File: config.mk
export PLATFORM = sky130hd
export DESIGN_NAME = fpu_norm_seq
export DESIGN_NICKNAME = d
export VERILOG_FILES = /design/src/rtl/fpu_norm_seq.sv
export SDC_FILE = /design/constraint.sdc
export NUM_CORES = 1
export LEC_CHECK = 0
export ABC_AREA = 1
export CAP_MARGIN = 10
export CELL_PAD_IN_SITES_DETAIL_PLACEMENT = 1
export CELL_PAD_IN_SITES_GLOBAL_PLACEMENT = 2
export CORE_MARGIN = 8
export CORE_UTILIZATION = 30
export DETAILED_ROUTE_END_ITERATION = 16
export PLACE_DENSITY = 0.95
export SLEW_MARGIN = 20
export SYNTH_ARGS = -nofsm -noshare
export SYNTH_HDL_FRONTEND = slang
export SYNTH_SLANG_ARGS = --single-unit
File: constraint.sdc
create_clock -name clk -period 11.16 [get_ports clk]
set_input_delay 2.232 -clock clk [delete_from_list [all_inputs] [get_ports clk]]
set_output_delay 2.232 -clock clk [all_outputs]
set_load 0.01 [all_outputs]
File: src/rtl/fpu_norm_seq.sv
// fpu_norm_seq: multi-cycle mantissa normalizer whose left shift is clamped by the exponent
module fpu_pri_encoder #(
  parameter int WIDTH     = 64,
  parameter int WIDTH_LOG = 6
) (
  input  logic [WIDTH-1:0]     vec_i,
  output logic [WIDTH_LOG-1:0] msb_o
);
  always_comb begin
    msb_o = '0;
    for (int i = 0; i < WIDTH; i++) msb_o = vec_i[i] ? WIDTH_LOG'(i) : msb_o;
  end
endmodule

module fpu_norm_seq #(
  parameter int WIDTH     = 55,
  parameter int WIDTH_LOG = 6,
  parameter int EXP_W     = 11,
  parameter int STEP      = 16
) (
  input  logic             clk,
  input  logic             rst,
  input  logic             in_valid,
  output logic             in_ready,
  input  logic [WIDTH-1:0] in_mant,
  input  logic [EXP_W-1:0] in_exp,
  output logic             out_valid,
  input  logic             out_ready,
  output logic [WIDTH-1:0] out_mant,
  output logic [EXP_W-1:0] out_exp,
  output logic             out_zero,
  output logic             out_denorm,
  output logic             busy
);
  localparam int EW = 2 ** WIDTH_LOG;
  localparam int CW = (EXP_W > WIDTH_LOG ? EXP_W : WIDTH_LOG) + 1;
  typedef enum logic [1:0] {IDLE, ENC, SHIFT, DONE} state_t;
  state_t state_q, state_d;
  logic [WIDTH-1:0] mant_q, mant_d;
  logic [EXP_W-1:0] exp_q, exp_d, rem_q, rem_d, sh, amt;
  logic zero_q, zero_d, denorm_q, denorm_d, fits, nz;
  logic [EW-1:0] enc_vec;
  logic [WIDTH_LOG-1:0] idx;
  logic [CW-1:0] lz;
  assign enc_vec = EW'(mant_q);
  fpu_pri_encoder #(.WIDTH(EW), .WIDTH_LOG(WIDTH_LOG)) u_enc (.vec_i(enc_vec), .msb_o(idx));
  assign nz   = |mant_q;
  assign lz   = CW'(WIDTH - 1) - CW'(idx);
  // when lz >= exp the shift is limited to exp so the exponent bottoms out at zero
  assign fits = lz < CW'(exp_q);
  assign sh   = fits ? EXP_W'(lz) : exp_q;
  assign amt  = (rem_q < EXP_W'(STEP)) ? rem_q : EXP_W'(STEP);
  always_comb begin
    state_d  = state_q;
    mant_d   = mant_q;
    exp_d    = exp_q;
    rem_d    = rem_q;
    zero_d   = zero_q;
    denorm_d = denorm_q;
    case (state_q)
      IDLE: if (in_valid) begin
        state_d  = ENC;
        mant_d   = in_mant;
        exp_d    = in_exp;
        rem_d    = '0;
        zero_d   = 1'b0;
        denorm_d = 1'b0;
      end
      ENC: if (!nz) begin
        state_d = DONE;
        mant_d  = '0;
        exp_d   = '0;
        zero_d  = 1'b1;
      end else begin
        state_d  = (sh != '0) ? SHIFT : DONE;
        exp_d    = fits ? exp_q - sh : '0;
        denorm_d = !fits;
        rem_d    = sh;
      end
      SHIFT: begin
        mant_d  = mant_q << amt;
        rem_d   = rem_q - amt;
        state_d = (rem_q == amt) ? DONE : SHIFT;
      end
      DONE: state_d = out_ready ? IDLE : DONE;
      default: state_d = IDLE;
    endcase
  end
  always_ff @(posedge clk) begin
    if (rst) begin
      state_q  <= IDLE;
      mant_q   <= '0;
      exp_q    <= '0;
      rem_q    <= '0;
      zero_q   <= 1'b0;
      denorm_q <= 1'b0;
    end else begin
      state_q  <= state_d;
      mant_q   <= mant_d;
      exp_q    <= exp_d;
      rem_q    <= rem_d;
      zero_q   <= zero_d;
      denorm_q <= denorm_d;
    end
  end
  assign in_ready   = state_q == IDLE;
  assign out_valid  = state_q == DONE;
  assign busy       = state_q != IDLE;
  assign out_mant   = mant_q;
  assign out_exp    = exp_q;
  assign out_zero   = zero_q;
  assign out_denorm = denorm_q;
endmodule

* After elaboration in Yosys (flattened, before gate mapping) *
Index checks and enable logic that the tools add are counted.

word-level totals
  bits in registers = 81
  latch bits = 0
  bits in writable memories = 0
  bits in read-only memories = 0
  bits of input ports = 70
  output and inout bits = 71
  word-level logic and storage cells = 108
  memories = 0

operators by class
  add/subtract/negate cells = 3
  multipliers = 0
  div/mod/pow operators = 0
  $lt $le $gt $ge = 2
  equal/unequal tests = 7
  shift-type cells = 1
  muxes and demuxes = 77
  bitwise gates (word level) = 0
  reductions and logical operators = 12

operators with widths
  kind                 count
  $mux 6               53
  $pmux 55 s3          1
  $mux 55              2
  $mux 11              7
  $reduce_or 55->1     1
  $shl 55x11->55       1
  $pmux 11 s3          1
  $pmux 11 s2          1
  $sub 11x11->11       2
  $lt 12x11->1         1
  $reduce_and 3->1     4
  $eq 11x11->1         1
  $lt 11x5->1 const B  1
  $reduce_bool 11->1   1
  $pmux 2 s4           1
  $mux 1               7
  $sub 6x6->7 const A  1
  $ne 2x2->1 const B   3
  $eq 2x2->1 const B   2
  $mux 2               2
  $pmux 1 s2           2
  $reduce_bool 2->1    2
  $reduce_bool 3->1    1
  $eq 2x1->1 const B   1
  other kinds (3)      3

* Depth between registers and ports, before layout *
  depth in word-level cells = 61
  gate-level depth with buffers = 86
  gate-level depth less buffers = 86

* By module *
A second synthesis with hierarchy kept.

unflattened totals
  cell total of the unflattened synthesis = 1504
  area total of the unflattened synthesis = 8564.5 sq um

modules (own cells, without submodules)
  module           times used  cells an instance  area an instance (sq um)  seq. area each (sq um)
  fpu_norm_seq     1           1287               7592.3                    1621.6
  fpu_pri_encoder  1           217                972.2                     0.0

* Least setup slack after synthesis *
Ideal clock, no wire load.

  path kind = reg2reg
  start = reg mant_q[2], in the netlist out_mant[2]
  end = reg exp_q[10], in the netlist out_exp[10]
  setup time = 0.070 ns
  arrival time = 6.531 ns
  data required time = 11.090 ns
  setup slack = 4.559 ns
  cell stages (with the launch flop) = 84
  path buffers = 0
  period minus slack after synthesis = 6.601 ns
  cell sequence = dfxtp_1 -> inv_2 -> nand2_1 -> nand2_1 -> nand2_1 -> nand2_1 -> nand2_1 -> nand2_1 -> nand2_1 -> nand2_1 -> nand2_1 -> nand2_1 -> nand2_1 -> nand2_1 -> nand2_1 -> nand2_1 -> nand2_1 -> nand2_1 -> (+48 left out) -> nand2_1 -> o21ai_1 -> inv_1 -> ha_1 -> inv_1 -> fa_1 -> a31oi_1 -> nor2_1 -> o21ai_0 -> nand2_1 -> a21oi_1 -> o21bai_1 -> nand2_1 -> nand2_1 -> a21oi_1 -> xor2_1 -> nand2_1 -> a21oi_1

between the ends
  longest elaborated chain between the ends = 60
  elaborated cells on any way between the ends = 61
  classes of those cells = add/sub: 2; order compare: 1; mux: 57; reduce/logical: 1

ends and longest elaborated chain
  what                      RTL line  text
  start: declaration        39        logic [WIDTH-1:0] mant_q, mant_d;
  start signal: assignment  99        mant_q <= mant_d;
  $mux 6 (53 in a row)      11        for (int i = 0; i < WIDTH; i++) msb_o = vec_i[i] ? WIDTH_LOG'(i) : msb_o;
  $sub 6x6->7               48        assign lz = CW'(WIDTH - 1) - CW'(idx);
  $lt 12x11->1              50        assign fits = lz < CW'(exp_q);
  $mux 11                   51        assign sh = fits ? EXP_W'(lz) : exp_q;
  $sub 11x11->11            76        exp_d = fits ? exp_q - sh : '0;
  $mux 11                   76
  $mux 11 *                 69        ENC: if (!nz) begin
  $pmux 11 s2 *             60        case (state_q)
  end signal: assignment    100       exp_q <= exp_d;
  end: declaration          40        logic [EXP_W-1:0] exp_q, exp_d, rem_q, rem_d, sh, amt;

Mark *: on every way between the ends. The rest lies on a longest branch, timed or not.
A chain may end at the register's enable or synchronous reset.

* Worst setup path after layout *
Ends and elaborated chain as after synthesis.

==> summary.txt <==
CRITICAL PATH
--------------------------------------------------------------------------------------------------------
WP data required                                                                                11.47 ns
Path depth of the worst reg2reg path                                                                  83
Max stage delay on crit path                                                                     0.40 ns
CP max FO                                                                                             17
Crit path launch type                                                                               flop
Element type at the critical path end                                                               flop
Flop2flop setup slack                                                                            3.24 ns
Critical R2R Launch                                                                         out_mant[2]$_SDFFE_PP0P_
Worst r2r dst                                                                               out_exp[10]$_SDFFE_PP0P_
Launching element of the worst setup path                                                   out_mant[2]$_SDFFE_PP0P_
Most prevalent standard cell on the critical path                                                nand2_1
Critical path arrival                                                                            8.23 ns
Path type of the worst setup path                                                             reg -> reg
Cell with the largest stage delay on the worst path                                              dfxtp_1
End of the critical path                                                                    out_exp[10]$_SDFFE_PP0P_

STA
--------------------------------------------------------------------------------------------------------
Final period utilization                                                                          70.96%
Final setup skew                                                                              0.01988 ns
Setup repair after global routing missed its margin                                                false
Fin worst setup slack                                                                           3.241 ns
Post-route worst hold slack                                                                    0.4841 ns
Slew at the pin closest to its max-slew limit                                                  0.9713 ns
Relative slew slack                                                                               35.17%
Fin. Hold Viols                                                                                        0
Min cycle time layout                                                                           7.919 ns
Number of setup violations in the final report                                                         0
Max Transition Viols Final                                                                             0
Max Clk Rate                                                                                   126.3 MHz
Total negative slack                                                                                0 ns

LOGIC SYNTHESIS
--------------------------------------------------------------------------------------------------------
Number of flops mapped to enable cells by yosys                                                        0
Number of different library cells in the post-synthesis netlist                                       44
Leading area contributor after synthesis                                                         dfxtp_1
Synth warn                                                                                             0
Cell area after technology mapping                                                          0.007730 mm^2
Synthesized area per cell                                                                     5.860 um^2
Top cells by count, synth                                                                   394 x nand2_1, 164 x o21ai_0, 156 x inv_1
Most used standard cell by instance count after synthesis                                        nand2_1
Ys async rst share                                                                                    0%
Area share of the largest cell type after synthesis                                               20.98%
Top area cells in the synthesized netlist                                                   dfxtp_1 21%, nand2_1 19%, o21ai_0 11%
Most used flip-flop cell after synthesis                                                         dfxtp_1
Sequential-to-total area share from yosys stat                                                    20.98%
Cell count after synthesis                                                                         1,319
Syn nets                                                                                           1,415
Total of flip-flops plus latches after synthesis                                                      81

GRT
--------------------------------------------------------------------------------------------------------
First-pass GRT wire length                                                                      53.94 mm
Met2 track demand over resource                                                                   33.62%
Number of antenna violations at the first check in global routing                                      0
Layer with the highest usage after global routing                                                   met2
Global-route track usage on met1                                                                  30.51%
Maximum number of pins on one net before global-route repair                                          93
Total routing usage reported by global routing                                                    21.55%
Met3 usage in global routing                                                                      3.055%
Grt total ovfl                                                                                         0
Via count of the first global-routing pass                                                         9,375

CLOCKING
--------------------------------------------------------------------------------------------------------
Post-CTS clock slew at the launch and capture registers of the worst setup and hold paths        0.08 ns
Clock buffer count from CTS                                                                            9
Longest Clk Path Bufs                                                                                  2
Sinks on the clock net                                                                                81
Post-CTS Repair Setup Buffers                                                                          0
Clock root buffer master                                                                       clkbuf_16
Clock latency at the later pin of the worst-skew pair                                            0.37 ns
Number of instances resized during post-cts repair                                                     0
CTS H-tree lvls                                                                                        3
Post-CTS Hold Fix Bufs                                                                                 0
TritonCTS clock tree                                                                                done

PLACE
--------------------------------------------------------------------------------------------------------
Number of buffer cells added on primary ports                                                        140
Half-perimeter wire length after detailed placement                                             26.05 mm
Count of placed standard cells including taps                                                      1,722
Post-Place Setup Slack                                                                          3.394 ns
Post-detailed-placement cell area                                                           0.009336 mm^2
Final weighted congestion of routability-driven global placement                                  0.9086

POWER AND IR DROP
--------------------------------------------------------------------------------------------------------
Portion of total power attributed to combinational logic                                           77.4%
Switching power share of the total                                                                58.00%
Int Pwr                                                                                         1.524 mW
Total net switching power                                                                       2.105 mW
PD cells                                                                                    377.0 mW/mm^2
Total power                                                                                     3.630 mW
Static power due to leakage                                                                     3.845 nW
Clk pwr share                                                                                       8.7%
Part of the total power dissipated in sequential elements                                          13.9%
Maximum VDD drop                                                                               0.2686 mV

CELLS AND AREA
--------------------------------------------------------------------------------------------------------
Antenna Cells                                                                                          0
Final std cells w/o fill                                                                           1,738
Fillcell total                                                                                     3,395
Share of post-route cells with drive strength above 1                                             4.048%
Synthesis-to-layout area growth                                                                   24.54%
Final net count                                                                                    1,499
Final Cell Area                                                                             0.009627 mm^2
Post-layout utilization of the core                                                               38.12%

DIE
--------------------------------------------------------------------------------------------------------
Height of the die                                                                               176.5 um
Number of placed I/O pins                                                                            141
Horizontal die dimension                                                                        176.5 um
Cell Rows                                                                                             58
Effective utilization at floorplan                                                                30.61%
Placeable core area                                                                         0.02525 mm^2
Full die area                                                                               0.03116 mm^2

DRT
--------------------------------------------------------------------------------------------------------
Post-detailed-route count of antenna-violating nets                                                    0
Initial detailed-routing violation count                                                             784
DR vias/cell                                                                                       5.502
Vias after detailed routing                                                                        9,562
Number of remaining DRC errors                                                                         0
Pre-Repair DR Iteration Count                                                                          6
Routed length per placed instance                                                               19.75 um
Routed wire length                                                                              34.33 mm

WORST HOLD PATH
--------------------------------------------------------------------------------------------------------
Worst hold-check path type                                                                    reg -> reg

JOB
--------------------------------------------------------------------------------------------------------
MaxCap Viol Count                                                                                      0

OUTCOME
--------------------------------------------------------------------------------------------------------
Result of the run                                                                           finished clean

## registers in the layout, summed over array words and instances, names as in the netlist
signal      flops
out_denorm      1
out_exp        11
out_mant       55
out_zero        1
rem_q          11
state_q         2
## power groups by stage
stage	logic, mW	registers (mW)	clock network, mW
global placement	2.70	0.507	0
finish	2.81	0.506	0.316
global route	3.13	0.519	0.330
floorplan	1.91	0.513	0
detailed placement	2.77	0.509	0
CTS	2.79	0.504	0.318
## worst min-delay path by stage
stage	startpoint	to	slack, ns	cells past startpoint
final	rem_q[0]$_SDFFE_PP0P_	rem_q[0]$_SDFFE_PP0P_	0.48	2
after global routing	rem_q[1]$_SDFFE_PP0P_	rem_q[1]$_SDFFE_PP0P_	0.50	2
after CTS	rem_q[1]$_SDFFE_PP0P_	rem_q[1]$_SDFFE_PP0P_	0.48	2
after detailed placement	rem_q[1]$_SDFFE_PP0P_	rem_q[1]$_SDFFE_PP0P_	0.47	2
after global placement	rem_q[0]$_SDFFE_PP0P_	rem_q[0]$_SDFFE_PP0P_	0.46	2
after floorplan	rem_q[0]$_SDFFE_PP0P_	rem_q[0]$_SDFFE_PP0P_	0.45	2
## final cells by class
class                   instances  area (um^2)  share of cell area (%)
flip-flops and latches         81         1622                   16.84
well taps                     330        412.9                   4.289
repair buffers                152         1486                   15.44
multi-input cells             999         5215                   54.17
clock inverters                 5        37.54                  0.3899
inverters                     160        600.6                   6.239
clock buffers                  11        252.7                   2.625
## cell usage in the layout, fill, tap and decap left out, types with 3 or more instances in the layout
| cell | n |
|---|---|
| a211oi_1 | 13 |
| a21oi_1 | 91 |
| a21oi_2 | 3 |
| a221oi_1 | 46 |
| a221oi_2 | 5 |
| a31oi_1 | 14 |
| buf_4 | 12 |
| clkbuf_16 | 9 |
| clkdlybuf4s50_1 | 139 |
| dfxtp_1 | 81 |
| ha_1 | 25 |
| inv_1 | 154 |
| inv_2 | 4 |
| mux2i_1 | 14 |
| nand2_1 | 394 |
| nand2_2 | 5 |
| nand3_1 | 31 |
| nand4_1 | 6 |
| nor2_1 | 87 |
| nor2_4 | 3 |
| nor3_1 | 8 |
| nor4_1 | 7 |
| o2111ai_1 | 8 |
| o211ai_1 | 18 |
| o21ai_0 | 164 |
| o21ai_1 | 5 |
| o21bai_1 | 4 |
| o221ai_1 | 9 |
| o22ai_1 | 9 |
| or2_2 | 5 |
| xnor2_1 | 6 |
| xor2_1 | 7 |
## metal layers
layer  wire, um  up-vias  share of wire [%]
li1           -     4612                  -
met1      16690     4602                 49
met5          0        -                  0
met4        537        0                1.6
met2      14990      309                 44
met3       2113       39                6.2
## critical path, delay by kind of cell, from the launching register on
family	cells	cell delay, ns
adders and majority gates	4	1.10
AOI/OAI and AO/OA	10	1.76
xor gates and xnor gates	1	0.16
buffers and inverters	4	0.24
and+or+nand+nor	64	4.22
DFF	1	0.40
## cell families after synthesis
| kind of cell | Yosys count | synth area share [%] |
|---|---|---|
| buffers and inverters | 239 | 11.78 |
| and+or+nand+nor | 550 | 28.41 |
| muxes | 14 | 1.813 |
| DFF | 81 | 20.98 |
| adders and majority gates | 26 | 4.306 |
| other | 1 | 0.04851 |
| xor gates and xnor gates | 13 | 1.473 |
| AOI/OAI and AO/OA | 395 | 31.19 |
Note: power is estimated with default switching activity, not from simulation.
